[config.mk]
export PLATFORM = sky130hd
export DESIGN_NAME = inst_enc
export DESIGN_NICKNAME = d
export VERILOG_FILES = /design/src/rtl/inst_enc.sv
export SDC_FILE = /design/constraint.sdc
export NUM_CORES = 1
export LEC_CHECK = 0
export ABC_AREA = 1
export CORE_UTILIZATION = 30
export DETAILED_ROUTE_END_ITERATION = 10
export GPL_TIMING_DRIVEN = 0
export SYNTH_ARGS = -nofsm -noshare
export SYNTH_HDL_FRONTEND = slang
export SYNTH_SLANG_ARGS = --single-unit
[constraint.sdc]
create_clock -name clk -period 3.9 [get_ports clk]
set_input_delay 0.78 -clock clk [delete_from_list [all_inputs] [get_ports clk]]
set_output_delay 0.78 -clock clk [all_outputs]
set_load 0.01 [all_outputs]
[src/rtl/inst_enc.sv]
// rtl/inst_enc.sv - RV32I/M instruction encoder feeding instruction memory through a small FIFO
module inst_enc #(
    parameter logic [31:0] BASE_ADDR = 32'h0000_0000,
    parameter int          DEPTH     = 4
) (
    input  logic        clk,
    input  logic        rst_n,
    input  logic        clear,
    input  logic        in_valid,
    output logic        in_ready,
    input  logic [3:0]  in_kind,
    input  logic [4:0]  in_rd,
    input  logic [4:0]  in_rs1,
    input  logic [4:0]  in_rs2,
    input  logic [31:0] in_imm,
    output logic        mem_wen_I,
    output logic [31:0] mem_addr_I,
    output logic [31:0] mem_wdata_I,
    input  logic        mem_ack_I,
    output logic        err_illegal,
    output logic [15:0] words_written
);
    localparam int AW = (DEPTH > 1) ? $clog2(DEPTH) : 1;
    localparam logic [AW:0] FULL_CNT = (AW + 1)'(DEPTH);

    localparam logic [6:0] OP_R     = 7'b0110011;
    localparam logic [6:0] OP_IALU  = 7'b0010011;
    localparam logic [6:0] OP_LOAD  = 7'b0000011;
    localparam logic [6:0] OP_STORE = 7'b0100011;
    localparam logic [6:0] OP_BR    = 7'b1100011;
    localparam logic [6:0] OP_JAL   = 7'b1101111;
    localparam logic [6:0] OP_JALR  = 7'b1100111;
    localparam logic [6:0] OP_AUIPC = 7'b0010111;

    logic [31:0]   r_fifo [DEPTH];
    logic [AW-1:0] r_wr_ptr;
    logic [AW-1:0] r_rd_ptr;
    logic [AW:0]   r_count;
    logic [31:0]   r_addr;
    logic          r_err;
    logic [15:0]   r_words;

    logic [31:0] w_word;
    logic        w_legal;
    logic        w_i_ok;
    logic        w_b_ok;
    logic        w_j_ok;
    logic        w_accept;
    logic        w_push;
    logic        w_pop;

    // Range checks reduce to "all upper bits equal the sign bit".
    assign w_i_ok = (in_imm[31:11] == '0) || (in_imm[31:11] == '1);
    assign w_b_ok = !in_imm[0] && ((in_imm[31:12] == '0) || (in_imm[31:12] == '1));
    assign w_j_ok = !in_imm[0] && ((in_imm[31:20] == '0) || (in_imm[31:20] == '1));

    always_comb begin
        w_word  = '0;
        w_legal = 1'b1;
        case (in_kind)
            4'd0:  w_word = {7'b0000000, in_rs2, in_rs1, 3'b000, in_rd, OP_R};
            4'd1:  w_word = {7'b0100000, in_rs2, in_rs1, 3'b000, in_rd, OP_R};
            4'd2:  w_word = {7'b0000001, in_rs2, in_rs1, 3'b000, in_rd, OP_R};
            4'd3:  w_word = {7'b0000000, in_rs2, in_rs1, 3'b100, in_rd, OP_R};
            4'd4: begin
                w_word  = {in_imm[11:0], in_rs1, 3'b000, in_rd, OP_IALU};
                w_legal = w_i_ok;
            end
            4'd5: begin
                w_word  = {in_imm[11:0], in_rs1, 3'b010, in_rd, OP_IALU};
                w_legal = w_i_ok;
            end
            4'd6: begin
                w_word  = {7'b0000000, in_imm[4:0], in_rs1, 3'b001, in_rd, OP_IALU};
                w_legal = (in_imm[31:5] == '0);
            end
            4'd7: begin
                w_word  = {7'b0000000, in_imm[4:0], in_rs1, 3'b101, in_rd, OP_IALU};
                w_legal = (in_imm[31:5] == '0);
            end
            4'd8: begin
                w_word  = {in_imm[11:0], in_rs1, 3'b010, in_rd, OP_LOAD};
                w_legal = w_i_ok;
            end
            4'd9: begin
                w_word  = {in_imm[11:5], in_rs2, in_rs1, 3'b010, in_imm[4:0], OP_STORE};
                w_legal = w_i_ok;
            end
            4'd10, 4'd11, 4'd12: begin
                w_word  = {in_imm[12], in_imm[10:5], in_rs2, in_rs1,
                           (in_kind == 4'd10) ? 3'b000 : (in_kind == 4'd11) ? 3'b101 : 3'b100,
                           in_imm[4:1], in_imm[11], OP_BR};
                w_legal = w_b_ok;
            end
            4'd13: begin
                w_word  = {in_imm[20], in_imm[10:1], in_imm[11], in_imm[19:12], in_rd, OP_JAL};
                w_legal = w_j_ok;
            end
            4'd14: begin
                w_word  = {in_imm[11:0], in_rs1, 3'b000, in_rd, OP_JALR};
                w_legal = w_i_ok;
            end
            default: begin
                w_word  = {in_imm[31:12], in_rd, OP_AUIPC};
                w_legal = (in_imm[11:0] == '0);
            end
        endcase
    end

    assign in_ready    = (r_count != FULL_CNT);
    assign mem_wen_I   = (r_count != '0);
    assign mem_wdata_I = mem_wen_I ? r_fifo[r_rd_ptr] : '0;
    assign mem_addr_I  = r_addr;
    assign err_illegal = r_err;
    assign words_written = r_words;

    assign w_accept = in_valid && in_ready;
    assign w_push   = w_accept && w_legal;
    assign w_pop    = mem_wen_I && mem_ack_I;

    always_ff @(posedge clk) begin
        if (!rst_n || clear) begin
            r_wr_ptr <= '0;
            r_rd_ptr <= '0;
            r_count  <= '0;
            r_addr   <= BASE_ADDR;
            r_err    <= 1'b0;
            r_words  <= '0;
        end else begin
            if (w_push) begin
                r_wr_ptr <= r_wr_ptr + 1'b1;
            end
            if (w_pop) begin
                r_rd_ptr <= r_rd_ptr + 1'b1;
                r_addr   <= r_addr + 32'd4;
                r_words  <= r_words + 16'd1;
            end
            if (w_push && !w_pop) begin
                r_count <= r_count + 1'b1;
            end else if (!w_push && w_pop) begin
                r_count <= r_count - 1'b1;
            end
            if (w_accept && !w_legal) begin
                r_err <= 1'b1;
            end
        end
    end

    // Storage needs no reset: an entry is only visible once the count covers it.
    always_ff @(posedge clk) begin
        if (rst_n && !clear && w_push) begin
            r_fifo[r_wr_ptr] <= w_word;
        end
    end
endmodule

==> results by group <==
Worst setup path
  – Slowest library cell on the worst path: clkdlybuf4s50_1
  – CP Buf/Inv Count: 4
  – Worst path cell trace: clkbuf_1 > inv_2 > clkbuf_1 > o21ai_0 > a21oi_1 > clkdlybuf4s50_1
  – WP data required: 3120 ps
  – Critical path class: register to output pin
  – CP Max Fanout: 10
  – Reg2Reg Launch Point: r_count[1]
  – Kind of cell adding the most delay to the critical path: buffers and inverters
  – Worst EP arrival: 2840 ps
  – Startpoint Class: register
  – CP endpoint kind: output pin
  – Worst path max stage delay: 600 ps
  – Crit path top cell by count: clkbuf_1

Global routing
  – Total Routing Usage GR: 17.5%
  – Global-route wire length before repair: 38.2 mm
  – Vias in the first global route: 7008
  – Largest net degree at the start of global routing: 20
  – Grt ovf: 0
  – Initial antenna violation count: 2

CTS
  – Clock latency on the worst-skew pair: 440 ps
  – Root Driver: clkbuf_16
  – Post-CTS Resized: 0
  – CTS tree: built
  – Sinks on Clock Net: 176
  – Clk pin slew, worst setup/hold paths: 70 ps
  – # H-tree levels: 4
  – Cts hold-fix bufs: 0
  – CTS Buf Count: 17
  – Postcts setup bufs: 0
  – CTS max path bufs: 2

Power
  – Final Power: 0.00412 W
  – Pwr dens: 370 mW/mm^2
  – Peak VDD IR: 0.253 mV
  – Switching pwr: 0.00108 W
  – LEAKAGE: 3.91 nW
  – Switching share of power: 26.2%
  – Comb pwr share: 9.9%
  – Clock power frac: 41.1%
  – Seq pwr share: 49.0%
  – Int Pwr: 0.00304 W

Floorplan
  – Core Box Area: 0.0279 mm^2
  – Initial cell density of the core: 30.6%
  – Row cnt: 61
  – Die height: 171 um
  – DIE AREA: 0.0292 mm^2
  – Io pins: 139
  – Die W: 171 um

Drt
  – Wire length per cell: 16.3 um
  – Routed Antenna Nets: 0
  – Met3 wire length: 1.88 mm
  – Met2 WL: 11.5 mm
  – First drt pass iteration count: 5
  – WL met1: 11.0 mm
  – Number of vias per cell: 4.71
  – Initial drt markers: 540
  – DRC viols: 0
  – DR vias: 7162
  – Final WL: 24.7 mm
  – Top layer used by detailed routing: met4

Placed design
  – Detail Placement HPWL: 17.8 mm
  – RePlAce Congestion: 0.886
  – Port Buf Inserts: 135

STA
  – Worst-Margin Slew: 989 ps
  – Fmax: 277 MHz
  – Hold_ws: 458 ps
  – Final worst path period share: 92.7%
  – # setup viols final: 0
  – Worst slew margin: 33.9%
  – Tmin final: 3620 ps
  – Final Max Tran Viols: 0
  – Fin. Hold Viols: 0
  – RSZ-0062 raised after global routing: false
  – Layout Skew: 14.5 ps

Synthesis
  – Sequential share of the synthesized area: 55.3%
  – Top-area cell type share of the netlist area: 42.2%
  – Netlist Area Pre-Place: 0.00855 mm^2
  – Area contributors post-synth: edfxtp_1, dfxtp_1, nor2_1
  – Syn Area/Cell: 8.85 um^2
  – Yosys top cell by area: edfxtp_1
  – Register bit count reported by yosys: 176
  – YS warnings: 0
  – Cells after synthesis: 966
  – Post-synth cell types: 50

Cells and area
  – Commonest non-fill, non-tap cell in the layout: nor2_1
  – Most frequent cells in the layout: nor2_1, nand2_1, clkdlybuf4s50_1, edfxtp_1, o21ai_0
  – Synth-to-layout area growth: 30.2%
  – Nets: 1190
  – Fraction of layout cells with a size suffix above 1: 9.75%

Hold path
  – HP Start: err_illegal
  – HP Class: register to register

Status
  – Status: finished, final reports clean

Job
  – Max_cap viols: 0
-- sequential cells by signal (all words and copies together) (netlist names), named ones only --
name / count
r_fifo: 120
mem_addr_I: 30
words_written: 16
r_count: 3
r_rd_ptr: 2
r_wr_ptr: 2
err_illegal: 1
-- through the flow --
step	setup slack, ps	TNS (ps)	utilization, %	instance area [um^2]	instances
2_1_floorplan	556	0	-	8550	967
3_3_place_gp	-1100	-129020	37.1	10400	1480
3_5_place_dp	-9.25	-121	37.7	10500	1485
4_1_cts	283	0	39.8	11100	1517
5_1_grt	89.5	0	39.8	11100	1517
6_report	284	0	39.8	11100	1519
-- Yosys cell counts (all sizes together) --
| master | count |
|---|---|
| nor4 | 3 |
| inv | 85 |
| nor2 | 229 |
| nand2 | 151 |
| o21a | 3 |
| a32oi | 1 |
| a221oi | 2 |
| a211oi | 1 |
| ha | 7 |
| o211ai | 1 |
| xor2 | 7 |
| edfxtp | 120 |
| dfxtp | 56 |
| a21oi | 77 |
| nand3 | 36 |
| conb | 1 |
| clkbuf | 25 |
| fa | 1 |
| nor3 | 16 |
| nor3b | 4 |
| a22oi | 2 |
| xnor2 | 4 |
| buf | 12 |
| o21ai | 94 |
| o21bai | 2 |
| a22o | 4 |
| mux2 | 4 |
| or2 | 1 |
| nand3b | 2 |
| and2 | 1 |
| o221a | 1 |
| nand4 | 13 |
-- tightest hold or removal path, delay by kind of cell, from the launching register on --
family	cells	cell delay, ps
compound gates	1	60
flops	1	310
buf+inv	1	50
-- power groups by stage --
stage                     Clock [W]  Sequential (W)  Combinational [W]
after floorplan                   0         0.00206           0.000190
after global placement            0         0.00206           0.000400
after detailed placement          0         0.00206           0.000407
after CTS                   0.00171         0.00202           0.000410
after global routing        0.00180         0.00202           0.000445
final                       0.00169         0.00202           0.000407
-- final timing paths --
kind / endpoint / slack (ps) / depth (start not counted)
setup reg to reg: r_fifo[0][21] / 1430 / 7
hold / removal: err_illegal / 460 / 2
setup / recovery: mem_wdata_I[31] / 280 / 6
hold reg to reg: err_illegal / 460 / 2
-- logic make-up after synthesis --
| kind of cell | synth area share, % |
|---|---|
| AOI/OAI and AO/OA | 11.7 |
| and+or+nand+nor | 24.3 |
| other | 0.0439 |
| muxes | 0.527 |
| xor gates and xnor gates | 1.13 |
| DFF | 55.3 |
| buffers and inverters | 5.72 |
| adders and majority gates | 1.26 |
-- cell type report --
class                   instances  area (um^2)
repair buffers                140         1490
inverters                      85          322
well taps                     378          473
multi-input cells             669         3360
clock inverters                15          163
diodes                          2         5.00
fillers                      2757        16800
plain buffers                  37          168
clock buffers                  17          425
flip-flops and latches        176         4720
-- layer usage --
metal	GRT usage [%]	vias up
met1	22.1	3357
met3	5.27	19
met4	4.74	0
met5	0	-
met2	28.7	225
li1	-	3561
Note: power is estimated with default switching activity, not from simulation.
